[config.mk]
export PLATFORM = sky130hd
export DESIGN_NAME = counter_1
export DESIGN_NICKNAME = d
export VERILOG_FILES = /design/src/rtl/counter_1.sv
export SDC_FILE = /design/constraint.sdc
export NUM_CORES = 1
export LEC_CHECK = 0
export BUFFER_PORTS_ARGS = -buffer_cell sky130_fd_sc_hd__clkbuf_2
export CORE_AREA = 8 8 45 47
export DETAILED_ROUTE_END_ITERATION = 8
export DIE_AREA = 0 0 53 55
export MAX_ROUTING_LAYER = met4
export PLACE_DENSITY = 0.45
export RECOVER_POWER = 100
export SLEW_MARGIN = 10
export SYNTH_ARGS = -nofsm -noshare
export SYNTH_HDL_FRONTEND = slang
export SYNTH_SLANG_ARGS = --single-unit
[constraint.sdc]
create_clock -name clk -period 2.4 [get_ports clk]
set_clock_uncertainty 0.2 [all_clocks]
set_input_delay 0.6 -clock clk [delete_from_list [all_inputs] [get_ports clk]]
set_output_delay 0.6 -clock clk [all_outputs]
set_load 0.02 [all_outputs]
[src/rtl/counter_1.sv]
// Free-running up-counter: adds STEP every clock and wraps to RESET_VAL
// once the next value would pass MAX_VAL. rst is synchronous, active-high.
module counter_1 #(
  parameter int unsigned       WIDTH     = 8,
  parameter logic [WIDTH-1:0]  STEP      = 1,
  parameter logic [WIDTH-1:0]  MAX_VAL   = '1,
  parameter logic [WIDTH-1:0]  RESET_VAL = '0
) (
  input  logic             clk,
  input  logic             rst,
  output logic [WIDTH-1:0] count
);

  logic [WIDTH-1:0] count_q, count_d;
  logic [WIDTH:0]   sum;
  logic             wrap;

  // Extra bit keeps count + STEP from overflowing before the compare.
  assign sum  = {1'b0, count_q} + {1'b0, STEP};
  assign wrap = sum > {1'b0, MAX_VAL};

  always_comb begin
    count_d = count_q;
    if (wrap) count_d = RESET_VAL;
    else      count_d = sum[WIDTH-1:0];
  end

  always_ff @(posedge clk) begin
    if (rst) count_q <= RESET_VAL;
    else     count_q <= count_d;
  end

  assign count = count_q;

endmodule

==> run metrics <==
post-CTS sizing 0; Post-Synth Adder-Cell Area between 6 and 7%; R2R Path Start count[0]; hold violation total from the final report 0; maxcap violations 0; Clk pwr share between 30% and 40%; boundary pin count 10; Synth Area in Simple Gates between 20% and 30%; synth cell count leaders nor2_1, dfxtp_1, xor2_1, xnor2_1; global-route wire length before repair about 1300 um; Die ar. 2920 um2; Setup violations, final 0; FILL cells 161; vias in the first global route 311; vias per cell 4.66; worst skew pair latency 260 ps; Slew Viols, Final 0; storage element area between 150 and 200 um2; Post-synth EDFFs 0; Iter 0 DRT Violations 3; max incr delay on CP 410 ps; Static Leak 0.164 nW; clock root buffer clkbuf_4; TritonCTS clock tree done; Relative slew margins 76.9%; crit end category flop; Final nets 57; Min-Delay Path Class flop to flop; combinational share of power a little under a tenth; Critical path buffers and inverters 1; worst flop-to-flop path endpoint count[5]; largest area contributor in the netlist dfxtp_1; Clock transition at path regs 50 ps; antenna violations before repair 0; first drt pass iteration count 4; Avg Cell Area, Syn 9.66 um2; Mapped Nets 43; Net Sw Power 0.0679 mW; Antenna Cells 0; Cell variety after synth 17; total CTS buffers 3; Warnings, synthesis 0; Tightest Pin Transition 342 ps; f_max 0.497 GHz; Cell Chain, Critical Path inv_1, ha_1, nor3_1, nand4_1, o31ai_4, nor2_1; complex-gate fraction of the synthesized area 9.97%; Post-synth top flop dfxtp_1; routed len/inst around 12 um; top-count cell post-synth nor2_1; CORE AREA 1380 um2; final wirelength 808 um; Remaining DRCs 0; Longest Clk Path Bufs 2; status finished, final reports clean; Antenna Nets Post-Route 0; Cell Int Power 0.204 mW; Async SR Flop Fraction 0%; PwrDens 599 nW/um2; peak fanout along the critical path 7; Hold Slack 290 ps; total power ~0.27 mW; mux contribution to synthesized area 0%; FF+latch count, synth 8; final worst path period need roughly 2000 ps; period utilisation layout 83.9%; largest family of logic cells by synthesized area simple AND/OR/NAND/NOR gates; post-CTS setup buffers 0; Total GRT Usage 6.99%; setup TNS 0 ps; RSZ-0062 raised after global routing no; vias post-DR 312; xor/xnor cell area share of the yosys netlist 16.3%; post-layout util 32.8%; largest net degree at the start of global routing 8; clock sink count 8; buffers added on ports 9; nature of the critical path startpoint flop; Starting Density 27.2%; CP startpoint count[0]; cell family with most CP delay simple AND/OR/NAND/NOR gates; # hold bufs at CTS 0; Layout area overhead 20.6%; Slowest cell on crit path dfxtp_1; Final GP Congestion 0.692; Sequential Power Share 52.4%; cells after synthesis 39; path depth of the worst reg2reg path 6; critical path depth 6; Seq/Total Area, Yosys 42.5%; grt ovf 0; reg-to-reg slack, setup 390 ps; VDD IR max 0.249 mV; switch share 24.9%; ranking of synthesized cells by area dfxtp_1, xor2_1, nor2_1, xnor2_1, ha_1; area of the multi-input gates 213 um2; Synth top area share 42.5%; chip width 53 um; layout cell share with drive strength beyond 1 about an eighth; Cell Area, Synth 377 um2; Placement Rows 14; H-tree Lvls 1; Finished Cell Area 454 um2; critical path class flop to flop; placed instance area 442 um2; max reg flops 8; CP arrival 1950 ps; Data required, critical path approximately 2300 ps; Chip Height 55 um; CP endpoint count[5]
-- through the flow --
| stage | setup WS [ps] | instances |
|---|---|---|
| floorplan | 462 | 39 |
| global placement | 363 | 64 |
| detailed placement | 358 | 64 |
| CTS | 328 | 67 |
| global route | 220 | 67 |
| finish | 387 | 67 |
-- layout make-up --
cell class                      count  area share (%)
Timing Repair Buffer                9            7.71
Sequential cell                     8            35.3
Inverter                            1           0.826
Multi-Input combinational cell     30            46.8
Tap cell                           16            4.41
Clock buffer                        3            4.96
-- how the worst min path moves through the flow --
stage          slack, ps        to  startpoint  cells after the start
2_1_floorplan        340  count[0]    count[0]                      1
3_3_place_gp         270  count[0]    count[0]                      1
3_5_place_dp         280  count[0]    count[0]                      1
4_1_cts              290  count[0]    count[0]                      1
5_1_grt              320  count[0]    count[0]                      1
6_report             290  count[0]    count[0]                      1
-- worst register-to-register path, cell delays in order, from the launching register on --
cell and delay (ps):
dfxtp_1 410, inv_1 70, ha_1 300, nor3_1 220, nand4_1 200, o31ai_4 400
nor2_1 90
-- placed cells by master, fill, tap and decap left out, drive strengths merged --
| cell | instances |
|---|---|
| a41oi | 1 |
| and3 | 1 |
| and4 | 1 |
| clkbuf | 12 |
| dfxtp | 8 |
| ha | 2 |
| inv | 1 |
| nand2 | 1 |
| nand2b | 1 |
| nand3 | 2 |
| nand4 | 1 |
| nor2 | 9 |
| nor3 | 1 |
| o31ai | 2 |
| or2b | 1 |
| xnor2 | 3 |
| xor2 | 4 |
-- metal layers --
layer / GRT usage [%] / up-vias / part of all wire, %
li1: - / 158 / -
met1: 7.31 / 139 / 47
met2: 8.20 / 11 / 38
met3: 5.88 / 4 / 13
met4: 5.17 / 0 / 2.2
met5: - / - / 0
-- cells by family (layout without fill, tap and decap cells) --
group,after synthesis,count (layout)
compound gates,3,3
xor+xnor,7,7
fa+ha+maj,2,2
buf+inv,1,13
flops,8,8
simple gates,18,18
-- power groups by stage --
stage	clock [mW]	sequential, mW	combinational (mW)
final	0.104	0.143	0.0260
after global routing	0.118	0.143	0.0294
after CTS	0.112	0.142	0.0277
after detailed placement	0	0.145	0.0273
after floorplan	0	0.150	0.0137
after global placement	0	0.145	0.0278
Power figures use the tool's default switching activity.
